===== src/rtl/mbf_pkg.sv =====
// -----------------------------------------------------------------------------
// mbf_pkg
// Shared types and defaults for the multi-bank filter tap scheduler.
//   state_t        : scheduler phase (INIT sweep, IDLE, LPF taps, HPF taps, STOP)
//   BANK_LPF/HPF   : coefficient ROM bank select (MSB of coef_addr)
//   DEF_*          : default filter geometry and run length
// -----------------------------------------------------------------------------
package mbf_pkg;

  typedef enum logic [2:0] {
    INIT,
    IDLE,
    LPF,
    HPF,
    STOP
  } state_t;

  localparam logic BANK_LPF = 1'b0;
  localparam logic BANK_HPF = 1'b1;

  localparam int DEF_TAPS      = 32;
  localparam int DEF_MAC_LAT   = 2;
  localparam int DEF_N_SAMPLES = 527;

endpackage


===== src/rtl/mbf_tap_scheduler_if.sv =====
// -----------------------------------------------------------------------------
// mbf_tap_scheduler_if
// Bundles the sample handshake, history RAM port, coefficient/MAC control and
// result strobes of the tap scheduler.
//   master : the scheduler (consumes x_valid/x, drives everything else)
//   slave  : the surrounding datapath / sample producer
// -----------------------------------------------------------------------------
interface mbf_tap_scheduler_if #(
  parameter int AW = 5
);

  logic          x_valid;
  logic [7:0]    x;
  logic          x_ready;
  logic          hist_we;
  logic [AW-1:0] hist_waddr;
  logic [7:0]    hist_wdata;
  logic [AW-1:0] hist_raddr;
  logic [AW:0]   coef_addr;
  logic          mac_en;
  logic          mac_clr;
  logic          y_latch;
  logic          z_latch;
  logic          done;

  modport master (
    input  x_valid, x,
    output x_ready, hist_we, hist_waddr, hist_wdata, hist_raddr, coef_addr,
           mac_en, mac_clr, y_latch, z_latch, done
  );

  modport slave (
    output x_valid, x,
    input  x_ready, hist_we, hist_waddr, hist_wdata, hist_raddr, coef_addr,
           mac_en, mac_clr, y_latch, z_latch, done
  );

endinterface


===== src/rtl/mbf_pulse_delay.sv =====
// -----------------------------------------------------------------------------
// mbf_pulse_delay
// Delays a single-bit strobe by exactly DEPTH clock cycles.
//   clk  : clock
//   clr  : synchronous clear, active high; flushes any pulse in flight
//   din  : strobe in
//   dout : strobe out, DEPTH cycles after din
// -----------------------------------------------------------------------------
module mbf_pulse_delay #(
  parameter int DEPTH = 2
) (
  input  logic clk,
  input  logic clr,
  input  logic din,
  output logic dout
);

  logic [DEPTH-1:0] sr;

  // NOTE: sequential state uses <= so every flop samples pre-edge values.
  // NOTE: the delay line is cleared because a stale pulse surviving a reset
  // would fire a result strobe for a sample that was never completed.
  always_ff @(posedge clk) begin
    if (clr) sr <= '0;
    else     sr <= (sr << 1) | DEPTH'(din);
  end

  assign dout = sr[DEPTH-1];

endmodule


===== src/rtl/mbf_tap_scheduler.sv =====
// -----------------------------------------------------------------------------
// mbf_tap_scheduler
// Sequences one shared MAC and coefficient ROM across the LPF (y) and HPF (z)
// banks. Each accepted sample is written into a circular history RAM, then
// TAPS LPF taps and TAPS HPF taps are issued, newest sample first.
//   clk   : clock
//   reset : synchronous, active low
//   bus   : sample handshake, history RAM, coefficient/MAC control, strobes
// hist_raddr/coef_addr/mac_en/mac_clr are registered; the INIT/IDLE write port
// and x_ready are decoded from the current state.
// -----------------------------------------------------------------------------
module mbf_tap_scheduler
  import mbf_pkg::*;
#(
  parameter int TAPS      = DEF_TAPS,
  parameter int AW        = $clog2(TAPS),
  parameter int MAC_LAT   = DEF_MAC_LAT,
  parameter int N_SAMPLES = DEF_N_SAMPLES
) (
  input logic                 clk,
  input logic                 reset,
  mbf_tap_scheduler_if.master bus
);

  localparam int            SW   = $clog2(N_SAMPLES + 1);
  localparam logic [AW-1:0] LAST = AW'(TAPS - 1);

  state_t        state, state_nxt;
  logic          run;  // low for the first cycle after reset so INIT starts clean
  logic [AW-1:0] init_cnt, init_nxt;
  logic [AW-1:0] tap_cnt, tap_nxt;
  logic [AW-1:0] wr_ptr, wr_nxt;
  logic [AW-1:0] newest, newest_nxt;
  logic [SW-1:0] smp_cnt, smp_nxt;
  logic          busy_nxt;
  logic          y_fin, z_fin;
  logic          y_latch, z_latch;
  logic          done_q, done_w;

  // NOTE: every variable gets a default before the case so no path infers a latch.
  always_comb begin
    state_nxt  = state;
    init_nxt   = init_cnt;
    tap_nxt    = tap_cnt;
    wr_nxt     = wr_ptr;
    newest_nxt = newest;
    smp_nxt    = smp_cnt;
    unique case (state)
      INIT: if (run) begin
        init_nxt = init_cnt + 1'b1;
        if (init_cnt == LAST) state_nxt = IDLE;
      end
      IDLE: if (bus.x_valid) begin
        newest_nxt = wr_ptr;
        wr_nxt     = wr_ptr + 1'b1;
        tap_nxt    = '0;
        state_nxt  = LPF;
      end
      LPF: begin
        // TAPS is a power of two, so the tap counter wraps to 0 for HPF.
        tap_nxt = tap_cnt + 1'b1;
        if (tap_cnt == LAST) state_nxt = HPF;
      end
      HPF: begin
        tap_nxt = tap_cnt + 1'b1;
        if (tap_cnt == LAST) begin
          smp_nxt   = smp_cnt + 1'b1;
          state_nxt = (smp_cnt + 1'b1 == SW'(N_SAMPLES)) ? STOP : IDLE;
        end
      end
      STOP: ;
      default: state_nxt = INIT;
    endcase
  end

  assign busy_nxt = (state_nxt == LPF) || (state_nxt == HPF);

  always_ff @(posedge clk) begin
    if (!reset) begin
      state          <= INIT;
      run            <= 1'b0;
      init_cnt       <= '0;
      tap_cnt        <= '0;
      wr_ptr         <= '0;
      newest         <= '0;
      smp_cnt        <= '0;
      bus.mac_en     <= 1'b0;
      bus.mac_clr    <= 1'b0;
      bus.hist_raddr <= '0;
      bus.coef_addr  <= '0;
      y_fin          <= 1'b0;
      z_fin          <= 1'b0;
      done_q         <= 1'b0;
    end else begin
      state          <= state_nxt;
      run            <= 1'b1;
      init_cnt       <= init_nxt;
      tap_cnt        <= tap_nxt;
      wr_ptr         <= wr_nxt;
      newest         <= newest_nxt;
      smp_cnt        <= smp_nxt;
      // Tap addresses are computed from next-state values so they appear in
      // the same cycle as mac_en; AW-bit subtraction gives the circular wrap.
      bus.mac_en     <= busy_nxt;
      bus.mac_clr    <= busy_nxt && (tap_nxt == '0);
      bus.hist_raddr <= newest_nxt - tap_nxt;
      bus.coef_addr  <= {(state_nxt == HPF) ? BANK_HPF : BANK_LPF, tap_nxt};
      y_fin          <= (state_nxt == LPF) && (tap_nxt == LAST);
      z_fin          <= (state_nxt == HPF) && (tap_nxt == LAST);
      done_q         <= done_w;
    end
  end

  // Final-tap strobes delayed by the MAC pipeline depth.
  mbf_pulse_delay #(.DEPTH(MAC_LAT)) u_y_dly (
    .clk  (clk),
    .clr  (!reset),
    .din  (y_fin),
    .dout (y_latch)
  );

  mbf_pulse_delay #(.DEPTH(MAC_LAT)) u_z_dly (
    .clk  (clk),
    .clr  (!reset),
    .din  (z_fin),
    .dout (z_latch)
  );

  // The last HPF strobe always lands once the FSM has parked in STOP.
  assign done_w = done_q || (z_latch && (state == STOP));

  assign bus.x_ready    = (state == IDLE);
  assign bus.hist_we    = ((state == INIT) && run) || ((state == IDLE) && bus.x_valid);
  assign bus.hist_waddr = (state == INIT) ? init_cnt : wr_ptr;
  assign bus.hist_wdata = (state == IDLE) ? bus.x : 8'h00;
  assign bus.y_latch    = y_latch;
  assign bus.z_latch    = z_latch;
  assign bus.done       = done_w;

endmodule


===== src/flat_wrapper.sv =====
// flat-port wrapper written by rule: the top's interface ports become plain ports
module mbf_tap_scheduler_flat import mbf_pkg::*;
#(
  parameter int TAPS      = DEF_TAPS,
  parameter int AW        = $clog2(TAPS),
  parameter int MAC_LAT   = DEF_MAC_LAT,
  parameter int N_SAMPLES = DEF_N_SAMPLES
)
  (clk, reset, bus_x_valid, bus_x, bus_x_ready, bus_hist_we, bus_hist_waddr, bus_hist_wdata, bus_hist_raddr, bus_coef_addr, bus_mac_en, bus_mac_clr, bus_y_latch, bus_z_latch, bus_done);
  mbf_tap_scheduler_if #(.AW(AW)) bus_i ();
  input logic clk;
  input logic reset;
  input wire logic [$bits(bus_i.x_valid)-1:0] bus_x_valid;
  input wire logic [$bits(bus_i.x)-1:0] bus_x;
  output wire logic [$bits(bus_i.x_ready)-1:0] bus_x_ready;
  output wire logic [$bits(bus_i.hist_we)-1:0] bus_hist_we;
  output wire logic [$bits(bus_i.hist_waddr)-1:0] bus_hist_waddr;
  output wire logic [$bits(bus_i.hist_wdata)-1:0] bus_hist_wdata;
  output wire logic [$bits(bus_i.hist_raddr)-1:0] bus_hist_raddr;
  output wire logic [$bits(bus_i.coef_addr)-1:0] bus_coef_addr;
  output wire logic [$bits(bus_i.mac_en)-1:0] bus_mac_en;
  output wire logic [$bits(bus_i.mac_clr)-1:0] bus_mac_clr;
  output wire logic [$bits(bus_i.y_latch)-1:0] bus_y_latch;
  output wire logic [$bits(bus_i.z_latch)-1:0] bus_z_latch;
  output wire logic [$bits(bus_i.done)-1:0] bus_done;
  assign bus_i.x_valid = bus_x_valid;
  assign bus_i.x = bus_x;
  assign bus_x_ready = bus_i.x_ready;
  assign bus_hist_we = bus_i.hist_we;
  assign bus_hist_waddr = bus_i.hist_waddr;
  assign bus_hist_wdata = bus_i.hist_wdata;
  assign bus_hist_raddr = bus_i.hist_raddr;
  assign bus_coef_addr = bus_i.coef_addr;
  assign bus_mac_en = bus_i.mac_en;
  assign bus_mac_clr = bus_i.mac_clr;
  assign bus_y_latch = bus_i.y_latch;
  assign bus_z_latch = bus_i.z_latch;
  assign bus_done = bus_i.done;
  mbf_tap_scheduler #(.TAPS(TAPS), .AW(AW), .MAC_LAT(MAC_LAT), .N_SAMPLES(N_SAMPLES)) u_core (.clk(clk), .reset(reset), .bus(bus_i));
endmodule

===== config.mk =====
export PLATFORM = sky130hd
export DESIGN_NAME = mbf_tap_scheduler_flat
export DESIGN_NICKNAME = d
export VERILOG_FILES = /design/src/rtl/mbf_pkg.sv /design/src/rtl/mbf_tap_scheduler_if.sv /design/src/rtl/mbf_pulse_delay.sv /design/src/rtl/mbf_tap_scheduler.sv /design/src/flat_wrapper.sv
export SDC_FILE = /design/constraint.sdc
export NUM_CORES = 1
export LEC_CHECK = 0
export ABC_AREA = 1
export BUFFER_PORTS_ARGS = -buffer_cell sky130_fd_sc_hd__buf_2
export CAP_MARGIN = 5
export CORE_MARGIN = 2
export CORE_UTILIZATION = 35
export DETAILED_ROUTE_END_ITERATION = 7
export PLACE_DENSITY_LB_ADDON = 0.12
export SLEW_MARGIN = 20
export SYNTH_ARGS = -nofsm -noshare
export SYNTH_HDL_FRONTEND = slang
export SYNTH_HIERARCHICAL = 1
export SYNTH_SLANG_ARGS = --single-unit

===== constraint.sdc =====
create_clock -name clk -period 3.3 [get_ports clk]
set_input_delay 0.33 -clock clk [delete_from_list [all_inputs] [get_ports clk]]
set_output_delay 0.33 -clock clk [all_outputs]
set_load 0.02 [all_outputs]

==> metrics.txt <==
Non-Filler Instances=roughly 480; Setup crit start=u_core/state[2]; Tcrit/Tclk final=82.6%; Post-Syn Area=0.00243 mm^2; GPL Wtd Cong=slightly below 0.8; routed wire length=~5200 um; Main synth FF type=dfxtp_1; Hold Startpoint=u_core/z_fin; outcome=finished, final reports clean; CP Launch Type=register; Via-to-Cell Ratio=4.59; PD cells=379 mW/mm^2; Final Setup Violations=0; area leader, netlist=dfxtp_1; Tot GR Track Use=14.4%; CP max stage cell=dfxtp_1; number of placement rows=30; sum of buffers and inverters on the critical path=4; Worst-path clk slew=0.09 ns; IO Port Bufs=41; yosys warns=6; Static Leak=0.00141 uW; max incr delay on CP=roughly 0.36 ns; Worst Skew=0.0102 ns; Die X=87.4 um; vias in the first global route=1962; delay-heaviest family, CP=simple AND/OR/NAND/NOR gates; CP endpoint kind=register; DRC=0; clock tree sinks=49; Worst EP arrival=2.93 ns; WHS=around 0.4 ns; Final Max Tran Viols=0; post-synthesis sequential area ratio=40.3%; cts bufs inserted=5; H-tree Lvls=2; Synth async-reset ratio=0%; FF+latch count, synth=49; Root Buffer=clkbuf_8; commonest non-fill, non-tap cell in the layout=nand2_1; grt ovf=0; fin area=~0.0028 mm^2; Hold Fails Final Rpt=0; nets=424; Post-DRT Antenna Nets=0; Synthesized Nets=approximately 380; Resized cells post-CTS=0; Pre-antenna DRT Iters=4; initial antenna violation count=0; die height=87.4 um; RSZ-0062 raised after global routing=no; max_cap viols=0; Post-synth EDFFs=0; syn avg cell area=6.80 um^2; I/O pin cnt=42; area of placed instances=roughly 0.0027 mm^2; Setup TNS=0 ns; critical path, cell by cell=inv_2 > nand3_2 > nor2_2 > buf_4 > inv_1 > or2_2 > o21ai_1 > ha_1 > fa_1 > nor2_1 > o21ai_0 > nand2_1 > inv_1 > nand2_1 > nand2_1 > nand2_1 > nand2_1 > nor2_1; VDD IR-drop max=0.000158 V; post-CTS setup buffers=0; post-placement cell count=around 470; first-pass GRT wire length=8600 um; Core ar.=0.00676 mm^2; CP required=about 3.5 ns; Hold Crit Class=register to register; share of cells above drive strength 1=14.9%; later-pin clock latency in the skew report=0.30 ns; Synth-to-Final Area Change=16.5%; fin crit period=2.73 ns; post-synthesis cell count=358; Die Area=0.00764 mm^2; Synth cell types=30; critical path class=register to register; Critical Path Fanout Max=13; starting density of the core=36.0%; post-synth top area share=40.3%; Synth area leaders=dfxtp_1 40%, nand2_1 11%, inv_1 11%; Routed WL per cell=roughly 11 um; CTS Hold Bufs=0; CTS Buffer Depth=2; Critical Path Most Common Cell=nand2_1; reg2reg start=u_core/state[2]; Fillers=722; relative slew slack=47.5%; via count=2213; Detail Placement HPWL=4010 um; antenna diode count=0; maximum number of pins on one net before global-route repair=25; most frequent cells in the layout=74 x nand2_1, 69 x inv_1, 63 x nor2_1, 49 x dfxtp_1, 41 x buf_2; drt initial violations=64; CTS tree=done; Max Fclk=367 MHz; worst-margin pin slew=0.787 ns
==> logic make-up after synthesis <==
logic type,share of synthesized area [%]
AND/OR/NAND/NOR,28.4
buffers and inverters,12.3
AO/OA/AOI/OAI,12.1
flip-flops,40.3
adder cells (fa/ha/maj),6.48
XOR/XNOR,0.360
==> worst reg2reg max path: stages (launching register included) <==
cell     delay (ns)
dfxtp_1        0.36
inv_2          0.10
nand3_2        0.22
nor2_2         0.17
buf_4          0.19
inv_1          0.13
or2_2          0.31
o21ai_1        0.13
ha_1           0.22
fa_1           0.21
nor2_1         0.05
o21ai_0        0.14
nand2_1        0.09
inv_1          0.06
nand2_1        0.04
nand2_1        0.06
nand2_1        0.05
nand2_1        0.06
nor2_1         0.04
==> worst paths after layout <==
check                                           endpoint  slack (ns)  cells after the start
worst min register to register      u_core/u_z_dly/sr[0]        0.41                      2
worst max register to register  u_core/bus.hist_raddr[4]        0.57                     18
worst max-delay path            u_core/bus.hist_raddr[4]        0.57                     18
worst min-delay path                u_core/u_z_dly/sr[0]        0.41                      2
==> registers in the layout, summed over array words and instances (netlist names) <==
name                   flops
u_core/smp_cnt            10
u_core/bus.coef_addr       6
u_core/bus.hist_raddr      5
u_core/init_cnt            5
u_core/newest              5
u_core/wr_ptr              5
u_core/state               3
u_core/u_y_dly/sr          2
u_core/u_z_dly/sr          2
u_core/bus.mac_clr         1
u_core/bus.mac_en          1
u_core/done_q              1
u_core/run                 1
u_core/y_fin               1
u_core/z_fin               1
==> stage by stage <==
step / total power (uW) / setup WS [ns] / utilization [%]
final: 1070 / 0.573 / 41.9
after floorplan: 630 / 1.13 / -
after global placement: 645 / 0.649 / 40.2
after global routing: 1120 / 0.195 / 41.9
after detailed placement: 646 / 0.568 / 40.2
after CTS: 1090 / 0.557 / 41.9
==> per-layer routing <==
metal	share of wire, %	up-vias	GRT usage, %
met3	3.9	4	3.13
met1	49	978	18.3
met4	0.76	0	4.20
li1	-	1193	-
met5	0	-	0
met2	46	38	24.4
==> synthesized netlist by cell type (2+ instances only) <==
cell type / instances
a211oi_1: 3
a21oi_1: 17
buf_2: 2
clkbuf_1: 3
dfxtp_1: 49
ha_1: 11
inv_1: 69
nand2_1: 74
nand3_1: 16
nor2_1: 63
nor2_2: 3
nor3_1: 5
o211ai_1: 5
o21ai_0: 17
o21ai_1: 4
o21bai_1: 2
or2_2: 2
==> area by class of cell <==
| cell class | instances | area [um^2] | area share, % |
|---|---|---|---|
| clock buffer | 7 | 86.3 | 3.05 |
| clock inverter | 1 | 30.0 | 1.06 |
| sequential | 49 | 981 | 34.6 |
| inverter | 70 | 263 | 9.27 |
| multi-input combinational | 232 | 1150 | 40.7 |
| tap | 80 | 100 | 3.53 |
| timing repair buffer | 43 | 220 | 7.77 |
==> where the power goes <==
part | internal, uW | leakage, uW | switching (uW)
registers | 594 | 0.000395 | 2.15
clock network | 247 | 0.0000585 | 195
logic | 11.0 | 0.000958 | 24.2
(Power assumes the default switching activity.)
